<file path="src/rtl/conv_layer_sequencer.sv">
// -----------------------------------------------------------------------------
// conv_layer_sequencer
//
// Drives one QuantizedConvReLU2d instance through a complete layer pass:
// streams weights and biases (optionally), then the padded input map, into the
// conv block's write ports. It then pulses conv_start and collects conv results
// into a first-word-fall-through FIFO that feeds the next layer.
//
// Ports
//   clk, rstn                        clock, asynchronous active-low reset
//   cfg_start, cfg_reload            pass request; reload=1 also loads weights/biases
//   s_data/s_valid/s_ready           byte stream: weights, then input map
//   s_bias/s_bias_valid/s_bias_ready 32-bit bias stream
//   conv_start                       one-cycle start pulse to the conv block
//   input_data_*/weight_data_*/bias_data_*   registered conv RAM write ports
//   conv_done/conv_valid/conv_result conv status and unthrottled results
//   m_data/m_valid/m_ready/m_last    result stream (m_last marks the final result)
//   busy, layer_done, overflow       pass status; overflow is sticky until next start
//
// State table
//   state     | meaning
//   ----------+------------------------------------------------------------
//   S_IDLE    | waiting for cfg_start
//   S_LOAD_W  | accepting W_SIZE weight bytes from s_*
//   S_LOAD_B  | accepting OUTPUT_CHANNELS bias words from s_bias_*
//   S_LOAD_IN | accepting IN_SIZE input bytes from s_*
//   S_KICK    | waiting for conv_done low, then issuing conv_start
//   S_RUN     | collecting results until all counted and conv_done seen
//   S_DRAIN   | waiting for the result FIFO to empty
//   S_FINISH  | one-cycle layer_done, busy low
// -----------------------------------------------------------------------------
module conv_layer_sequencer #(
    parameter int INPUT_CHANNELS  = 1,
    parameter int OUTPUT_CHANNELS = 32,
    parameter int KERNEL_SIZE     = 3,
    parameter int INPUT_WIDTH     = 30,
    parameter int INPUT_HEIGHT    = 30,
    parameter int FIFO_DEPTH      = 16,
    localparam int IN_SIZE   = INPUT_CHANNELS * INPUT_HEIGHT * INPUT_WIDTH,
    localparam int W_SIZE    = OUTPUT_CHANNELS * INPUT_CHANNELS * KERNEL_SIZE * KERNEL_SIZE,
    localparam int OUT_COUNT = OUTPUT_CHANNELS * (INPUT_HEIGHT - KERNEL_SIZE + 1)
                               * (INPUT_WIDTH - KERNEL_SIZE + 1),
    localparam int IN_AW     = (IN_SIZE > 1) ? $clog2(IN_SIZE) : 1,
    localparam int W_AW      = (W_SIZE > 1) ? $clog2(W_SIZE) : 1,
    localparam int B_AW      = (OUTPUT_CHANNELS > 1) ? $clog2(OUTPUT_CHANNELS) : 1
) (
    input  logic             clk,
    input  logic             rstn,

    input  logic             cfg_start,
    input  logic             cfg_reload,

    input  logic [7:0]       s_data,
    input  logic             s_valid,
    output logic             s_ready,

    input  logic [31:0]      s_bias,
    input  logic             s_bias_valid,
    output logic             s_bias_ready,

    output logic             conv_start,
    output logic [7:0]       input_data_in,
    output logic             input_data_we,
    output logic [IN_AW-1:0] input_data_addr,
    output logic [7:0]       weight_data_in,
    output logic             weight_data_we,
    output logic [W_AW-1:0]  weight_data_addr,
    output logic [31:0]      bias_data_in,
    output logic             bias_data_we,
    output logic [B_AW-1:0]  bias_data_addr,

    input  logic             conv_done,
    input  logic             conv_valid,
    input  logic [7:0]       conv_result,

    output logic [7:0]       m_data,
    output logic             m_valid,
    input  logic             m_ready,
    output logic             m_last,

    output logic             busy,
    output logic             layer_done,
    output logic             overflow
);

    localparam int RES_W = $clog2(OUT_COUNT + 1);
    localparam int PTR_W = (FIFO_DEPTH > 1) ? $clog2(FIFO_DEPTH) : 1;
    localparam int CNT_W = $clog2(FIFO_DEPTH + 1);

    localparam logic [W_AW-1:0]  W_LAST   = W_AW'(W_SIZE - 1);
    localparam logic [B_AW-1:0]  B_LAST   = B_AW'(OUTPUT_CHANNELS - 1);
    localparam logic [IN_AW-1:0] IN_LAST  = IN_AW'(IN_SIZE - 1);
    localparam logic [RES_W-1:0] RES_FULL = RES_W'(OUT_COUNT);
    localparam logic [RES_W-1:0] RES_LAST = RES_W'(OUT_COUNT - 1);
    localparam logic [CNT_W-1:0] FIFO_MAX = CNT_W'(FIFO_DEPTH);

    typedef enum logic [2:0] {
        S_IDLE, S_LOAD_W, S_LOAD_B, S_LOAD_IN, S_KICK, S_RUN, S_DRAIN, S_FINISH
    } state_t;

    state_t state_q, state_d;

    logic [W_AW-1:0]  w_addr_q,  w_addr_d;
    logic [B_AW-1:0]  b_addr_q,  b_addr_d;
    logic [IN_AW-1:0] in_addr_q, in_addr_d;
    logic [RES_W-1:0] res_cnt_q, res_cnt_d;
    logic             done_seen_q, done_seen_d;
    logic             overflow_q, overflow_d;
    logic             conv_start_q, conv_start_d;

    logic             weight_we_q, weight_we_d;
    logic [W_AW-1:0]  weight_addr_q, weight_addr_d;
    logic [7:0]       weight_din_q, weight_din_d;
    logic             bias_we_q, bias_we_d;
    logic [B_AW-1:0]  bias_addr_q, bias_addr_d;
    logic [31:0]      bias_din_q, bias_din_d;
    logic             input_we_q, input_we_d;
    logic [IN_AW-1:0] input_addr_q, input_addr_d;
    logic [7:0]       input_din_q, input_din_d;

    logic [PTR_W-1:0] wr_ptr_q, wr_ptr_d;
    logic [PTR_W-1:0] rd_ptr_q, rd_ptr_d;
    logic [CNT_W-1:0] fifo_cnt_q, fifo_cnt_d;
    logic [8:0]       fifo_mem_q [FIFO_DEPTH];

    logic s_ready_c, s_bias_ready_c, busy_c, layer_done_c;
    logic start_acc, s_hs, b_hs;
    logic fifo_empty, fifo_full, fifo_pop, push_req, push_ok, push_drop, res_last;
    logic [8:0] fifo_head;

    assign start_acc  = (state_q == S_IDLE) && cfg_start;
    assign s_hs       = s_valid && s_ready_c;
    assign b_hs       = s_bias_valid && s_bias_ready_c;

    assign fifo_empty = (fifo_cnt_q == '0);
    assign fifo_full  = (fifo_cnt_q == FIFO_MAX);
    assign fifo_pop   = !fifo_empty && m_ready;
    assign push_req   = (state_q == S_RUN) && conv_valid;
    // A full FIFO still accepts a push when the head leaves in the same cycle.
    assign push_ok    = push_req && (!fifo_full || fifo_pop);
    assign push_drop  = push_req && fifo_full && !fifo_pop;
    assign res_last   = (res_cnt_q == RES_LAST);
    assign fifo_head  = fifo_mem_q[rd_ptr_q];

    // ---------------------------------------------------------------- FSM: state register
    always_ff @(posedge clk or negedge rstn) begin
        if (!rstn) begin
            state_q <= S_IDLE;
        end else begin
            state_q <= state_d;
        end
    end

    // ---------------------------------------------------------------- FSM: next state
    always_comb begin
        state_d = state_q;
        unique case (state_q)
            S_IDLE:    if (cfg_start) state_d = cfg_reload ? S_LOAD_W : S_LOAD_IN;
            S_LOAD_W:  if (s_hs && (w_addr_q == W_LAST)) state_d = S_LOAD_B;
            S_LOAD_B:  if (b_hs && (b_addr_q == B_LAST)) state_d = S_LOAD_IN;
            S_LOAD_IN: if (s_hs && (in_addr_q == IN_LAST)) state_d = S_KICK;
            S_KICK:    if (!conv_done) state_d = S_RUN;
            // Result count and conv_done may complete in either order.
            S_RUN:     if ((res_cnt_q == RES_FULL) && (done_seen_q || conv_done)) state_d = S_DRAIN;
            S_DRAIN:   if (fifo_empty) state_d = S_FINISH;
            S_FINISH:  state_d = S_IDLE;
            default:   state_d = S_IDLE;
        endcase
    end

    // ---------------------------------------------------------------- FSM: outputs
    always_comb begin
        s_ready_c      = 1'b0;
        s_bias_ready_c = 1'b0;
        busy_c         = 1'b1;
        layer_done_c   = 1'b0;
        unique case (state_q)
            S_IDLE:    busy_c = 1'b0;
            S_LOAD_W:  s_ready_c = 1'b1;
            S_LOAD_B:  s_bias_ready_c = 1'b1;
            S_LOAD_IN: s_ready_c = 1'b1;
            S_FINISH: begin
                busy_c       = 1'b0;
                layer_done_c = 1'b1;
            end
            default: ;
        endcase
    end

    // ---------------------------------------------------------------- datapath next values
    always_comb begin
        w_addr_d      = w_addr_q;
        b_addr_d      = b_addr_q;
        in_addr_d     = in_addr_q;
        res_cnt_d     = res_cnt_q;
        done_seen_d   = done_seen_q;
        overflow_d    = overflow_q;
        conv_start_d  = 1'b0;
        weight_we_d   = 1'b0;
        weight_addr_d = weight_addr_q;
        weight_din_d  = weight_din_q;
        bias_we_d     = 1'b0;
        bias_addr_d   = bias_addr_q;
        bias_din_d    = bias_din_q;
        input_we_d    = 1'b0;
        input_addr_d  = input_addr_q;
        input_din_d   = input_din_q;
        wr_ptr_d      = wr_ptr_q;
        rd_ptr_d      = rd_ptr_q;
        fifo_cnt_d    = fifo_cnt_q;

        if (start_acc) begin
            w_addr_d    = '0;
            b_addr_d    = '0;
            in_addr_d   = '0;
            res_cnt_d   = '0;
            done_seen_d = 1'b0;
            overflow_d  = 1'b0;
        end

        if ((state_q == S_LOAD_W) && s_hs) begin
            weight_we_d   = 1'b1;
            weight_addr_d = w_addr_q;
            weight_din_d  = s_data;
            w_addr_d      = w_addr_q + W_AW'(1);
        end

        if ((state_q == S_LOAD_B) && b_hs) begin
            bias_we_d   = 1'b1;
            bias_addr_d = b_addr_q;
            bias_din_d  = s_bias;
            b_addr_d    = b_addr_q + B_AW'(1);
        end

        if ((state_q == S_LOAD_IN) && s_hs) begin
            input_we_d   = 1'b1;
            input_addr_d = in_addr_q;
            input_din_d  = s_data;
            in_addr_d    = in_addr_q + IN_AW'(1);
        end

        if ((state_q == S_KICK) && !conv_done) begin
            conv_start_d = 1'b1;
        end

        if (state_q == S_RUN) begin
            if (conv_done) begin
                done_seen_d = 1'b1;
            end
            // Saturate so a misbehaving conv block cannot wrap the count.
            if (conv_valid && (res_cnt_q != RES_FULL)) begin
                res_cnt_d = res_cnt_q + RES_W'(1);
            end
        end

        if (push_drop) begin
            overflow_d = 1'b1;
        end

        if (push_ok) begin
            wr_ptr_d = wr_ptr_q + PTR_W'(1);
        end
        if (fifo_pop) begin
            rd_ptr_d = rd_ptr_q + PTR_W'(1);
        end
        unique case ({push_ok, fifo_pop})
            2'b10:   fifo_cnt_d = fifo_cnt_q + CNT_W'(1);
            2'b01:   fifo_cnt_d = fifo_cnt_q - CNT_W'(1);
            default: fifo_cnt_d = fifo_cnt_q;
        endcase
    end

    always_ff @(posedge clk or negedge rstn) begin
        if (!rstn) begin
            w_addr_q      <= '0;
            b_addr_q      <= '0;
            in_addr_q     <= '0;
            res_cnt_q     <= '0;
            done_seen_q   <= 1'b0;
            overflow_q    <= 1'b0;
            conv_start_q  <= 1'b0;
            weight_we_q   <= 1'b0;
            weight_addr_q <= '0;
            weight_din_q  <= '0;
            bias_we_q     <= 1'b0;
            bias_addr_q   <= '0;
            bias_din_q    <= '0;
            input_we_q    <= 1'b0;
            input_addr_q  <= '0;
            input_din_q   <= '0;
            wr_ptr_q      <= '0;
            rd_ptr_q      <= '0;
            fifo_cnt_q    <= '0;
        end else begin
            w_addr_q      <= w_addr_d;
            b_addr_q      <= b_addr_d;
            in_addr_q     <= in_addr_d;
            res_cnt_q     <= res_cnt_d;
            done_seen_q   <= done_seen_d;
            overflow_q    <= overflow_d;
            conv_start_q  <= conv_start_d;
            weight_we_q   <= weight_we_d;
            weight_addr_q <= weight_addr_d;
            weight_din_q  <= weight_din_d;
            bias_we_q     <= bias_we_d;
            bias_addr_q   <= bias_addr_d;
            bias_din_q    <= bias_din_d;
            input_we_q    <= input_we_d;
            input_addr_q  <= input_addr_d;
            input_din_q   <= input_din_d;
            wr_ptr_q      <= wr_ptr_d;
            rd_ptr_q      <= rd_ptr_d;
            fifo_cnt_q    <= fifo_cnt_d;
        end
    end

    // FIFO storage needs no reset; the occupancy count alone defines validity.
    always_ff @(posedge clk) begin
        if (push_ok) begin
            fifo_mem_q[wr_ptr_q] <= {res_last, conv_result};
        end
    end

    assign s_ready          = s_ready_c;
    assign s_bias_ready     = s_bias_ready_c;
    assign busy             = busy_c;
    assign layer_done       = layer_done_c;
    assign overflow         = overflow_q;
    assign conv_start       = conv_start_q;
    assign weight_data_we   = weight_we_q;
    assign weight_data_addr = weight_addr_q;
    assign weight_data_in   = weight_din_q;
    assign bias_data_we     = bias_we_q;
    assign bias_data_addr   = bias_addr_q;
    assign bias_data_in     = bias_din_q;
    assign input_data_we    = input_we_q;
    assign input_data_addr  = input_addr_q;
    assign input_data_in    = input_din_q;
    assign m_valid          = !fifo_empty;
    // Gate the head so stale or never-written entries are not visible when empty.
    assign m_data           = fifo_empty ? 8'h00 : fifo_head[7:0];
    assign m_last           = !fifo_empty && fifo_head[8];

endmodule
</file>
<file path="config.mk">
export PLATFORM = sky130hd
export DESIGN_NAME = conv_layer_sequencer
export DESIGN_NICKNAME = d
export VERILOG_FILES = /design/src/rtl/conv_layer_sequencer.sv
export SDC_FILE = /design/constraint.sdc
export NUM_CORES = 1
export LEC_CHECK = 0
export BUFFER_PORTS_ARGS = -buffer_cell sky130_fd_sc_hd__clkbuf_2
export CORE_AREA = 2 2 189 210
export CTS_CLUSTER_SIZE = 30
export DETAILED_ROUTE_END_ITERATION = 8
export DIE_AREA = 0 0 191 212
export PLACE_DENSITY = 0.47
export SETUP_SLACK_MARGIN = 0.02
export SYNTH_ARGS = -nofsm -noshare
export SYNTH_HDL_FRONTEND = slang
export SYNTH_SLANG_ARGS = --single-unit
</file>
<file path="constraint.sdc">
create_clock -name clk -period 3.2 [get_ports clk]
set_clock_uncertainty 0.1 [all_clocks]
set_input_delay 0.32 -clock clk [delete_from_list [all_inputs] [get_ports clk]]
set_output_delay 0.32 -clock clk [all_outputs]
set_load 0.02 [all_outputs]
</file>
==> flow_metrics.tcl <==
set metrics [dict create \
    fmax_mhz 325.5 \
    cts_setup_buffers 0 \
    ys_async_sr_fraction 0.4801 \
    vias 7276 \
    synth.net_count 924 \
    final_cell_mix "nand2_1 (254), clkbuf_2 (146), edfxtp_1 (144)" \
    path_max_fanout 12 \
    avgSynthCellArea_um2 13.34 \
    insertion_delay_ns 0.57 \
    num-nets-final 1127 \
    die_h_um 212 \
    ys_ff_latch 277 \
    grt_max_degree 109 \
    clkSlewWorstSetupHoldPaths_ns 0.06 \
    diodes 0 \
    total_power_uw 10210 \
    io_pins 148 \
    vias_per_cell 4.576 \
    totalWireLength_mm 27.04 \
    p_seq_frac 0.425 \
    cp-start-kind "register" \
    io_buffers 147 \
    maxCapViolCount 0 \
    irDropWorstVdd_mv 0.4419 \
    cts_max_path_buffers 3 \
    switching_share 0.2768 \
    period_needed_ns 3.072 \
    htree_num_levels 1 \
    synth-main-ff-cell "edfxtp_1" \
    start_util 0.2961 \
    p_per_area_nw_per_um2 713.1 \
    cts-resized-gates 0 \
    wl_per_cell_um 17.01 \
    pwr-share-comb 0.213 \
    grt_usage 0.1350 \
    dp_hpwl_mm 16.67 \
    synth_cell_types 57 \
    critical_path_class "register to output pin" \
    tritoncts "yes" \
    antenna_found_initial 0 \
    relSlewSlack 0.3104 \
    hold_viol_final 0 \
    final_max_slew_viol_count 0 \
    core-area_um2 38510 \
    worst_pin_slew_ns 1.034 \
    final_common_cell "nand2_1" \
    layout-drive-gt1-share 0.2576 \
    drt_iter0_markers 388 \
    first_pass_iters 4 \
    grt_first_pass_wirelength_mm 42.79 \
    rows 76 \
    grt_pass1_vias 7479 \
    synth_warnings 0 \
    gp_congestion 0.7295 \
    p_int_uw 7381 \
    final_antenna_net_count 0 \
    setup_tns_ns 0 \
    synth_area_um2 11400 \
    status "complete, no violations" \
    dieArea_um2 40490 \
    power_leakage_uw 0.006113 \
    grt_overflow 0 \
    required_ns 2.78 \
    power.switching_uw 2825 \
    rsz0062_at_grt "no" \
    worstSetupEndpointType "output pin" \
    cts_buffers 31 \
    area_growth_pct 25.51 \
    holdCritPathClass "input pin to register" \
    synth_enable_flop_cells 144 \
    cts.sinks 277 \
    seq_area_frac_synth 0.6711 \
    setup_viol 0 \
    cts_root_buffer "clkbuf_16" \
    drc 0 \
    min_period_over_period 0.9600 \
    arrival_ns 2.65 \
    die_x_um 191 \
    pwr-share-clk 0.361 \
    netlist_instances 855 \
]
==> power by group through the flow <==
stage / registers [uW] / clock network (uW) / logic (uW)
floorplan: 4260 / 0 / 1530
global placement: 4400 / 0 / 2160
detailed placement: 4400 / 0 / 2170
CTS: 4330 / 3790 / 2210
global route: 4380 / 3920 / 2380
finish: 4340 / 3690 / 2180
==> cell type report <==
cell class	count	area, um2
fill	3740	24200
sequential	277	7654
multi-input combinational	526	3545
timing repair buffer	210	1363
clock buffer	42	908.4
tap	507	634.4
clock inverter	16	163.9
inverter	12	45.04
==> critical path, cell delays in order (launching register included) <==
cell and delay, ns:
dfrtp_2 0.52, buf_12 0.21, mux4_2 0.52, mux4_2 0.49, nor2b_1 0.18, clkbuf_2 0.17
==> sequential cells by signal (all words and copies together) (netlist names), 8 cells and up <==
register,cells
fifo_mem_q,144
bias_data_in,32
res_cnt_q,15
in_addr_q,10
input_data_addr,10
w_addr_q,9
weight_data_addr,9
input_data_in,8
weight_data_in,8
==> worst paths after layout <==
check / from / end / slack, ns / cells after the start
min: conv_result[6] / fifo_mem_q[13][6] / 0.06 / 1
max: rd_ptr_q[0] / m_data[6] / 0.13 / 5
min reg2reg: weight_data_in[0] / weight_data_in[0] / 0.37 / 2
min in group asynchronous: rstn / bias_data_in[31] / 0.34 / 2
max reg2reg: fifo_cnt_q[1] / fifo_cnt_q[4] / 0.45 / 9
max in group asynchronous: rstn / bias_data_in[23] / 1.84 / 3
==> through the flow <==
| stage | cell area, um2 | hold WS (ns) | std cells | utilization | setup slack (ns) |
|---|---|---|---|---|---|
| floorplan | 11400 | -0.07559 | 855 | - | 0.3140 |
| global placement | 12790 | 0.3581 | 1489 | 0.3322 | 0.4069 |
| detailed placement | 12790 | 0.3613 | 1489 | 0.3322 | 0.4278 |
| CTS | 14290 | 0.03091 | 1589 | 0.3710 | 0.08804 |
| global route | 14310 | 0.08371 | 1590 | 0.3716 | 0.04498 |
| finish | 14310 | 0.05747 | 1590 | 0.3716 | 0.1280 |
==> routing by layer <==
| metal | share of wire | track usage | up-vias | routed length (um) |
|---|---|---|---|---|
| li1 | - | - | 3494 | - |
| met1 | 0.46 | 0.1834 | 3599 | 12500 |
| met2 | 0.46 | 0.2201 | 150 | 12560 |
| met3 | 0.056 | 0.03070 | 33 | 1505 |
| met4 | 0.017 | 0.03101 | 0 | 469 |
| met5 | 0 | 0 | - | 0 |
==> cell families (layout without fill, tap and decap cells) <==
family                   count (synthesis)  count (layout)  share of synthesized area
buffers and inverters                   52             280                    0.01810
flip-flops                             277             277                     0.6711
AND/OR/NAND/NOR                        380             380                     0.1522
XOR/XNOR                                15              15                    0.01152
adder cells (fa/ha/maj)                 12              12                    0.01317
AO/OA/AOI/OAI                           68              68                    0.03862
multiplexers                            51              51                    0.09535
==> synth_stat cells (11+ instances only) <==
cell type,n,area share
nand4_1,11,0.0060
dfrtp_1,133,0.29
nand3_1,19,0.0083
xnor2_1,11,0.0084
mux4_2,46,0.091
edfxtp_1,144,0.38
inv_1,11,0.0036
nor2b_1,12,0.0066
nor2_1,20,0.0066
o21ai_0,30,0.013
nand2_1,254,0.084
ha_1,12,0.013
clkbuf_1,31,0.010
and3_1,15,0.0082
==> repair_timing <==
action,CTS,global route
hold buffers,42,0
endpoints found under the hold margin,156,0
setup endpoints to repair,0,1
(Power assumes the default switching activity.)
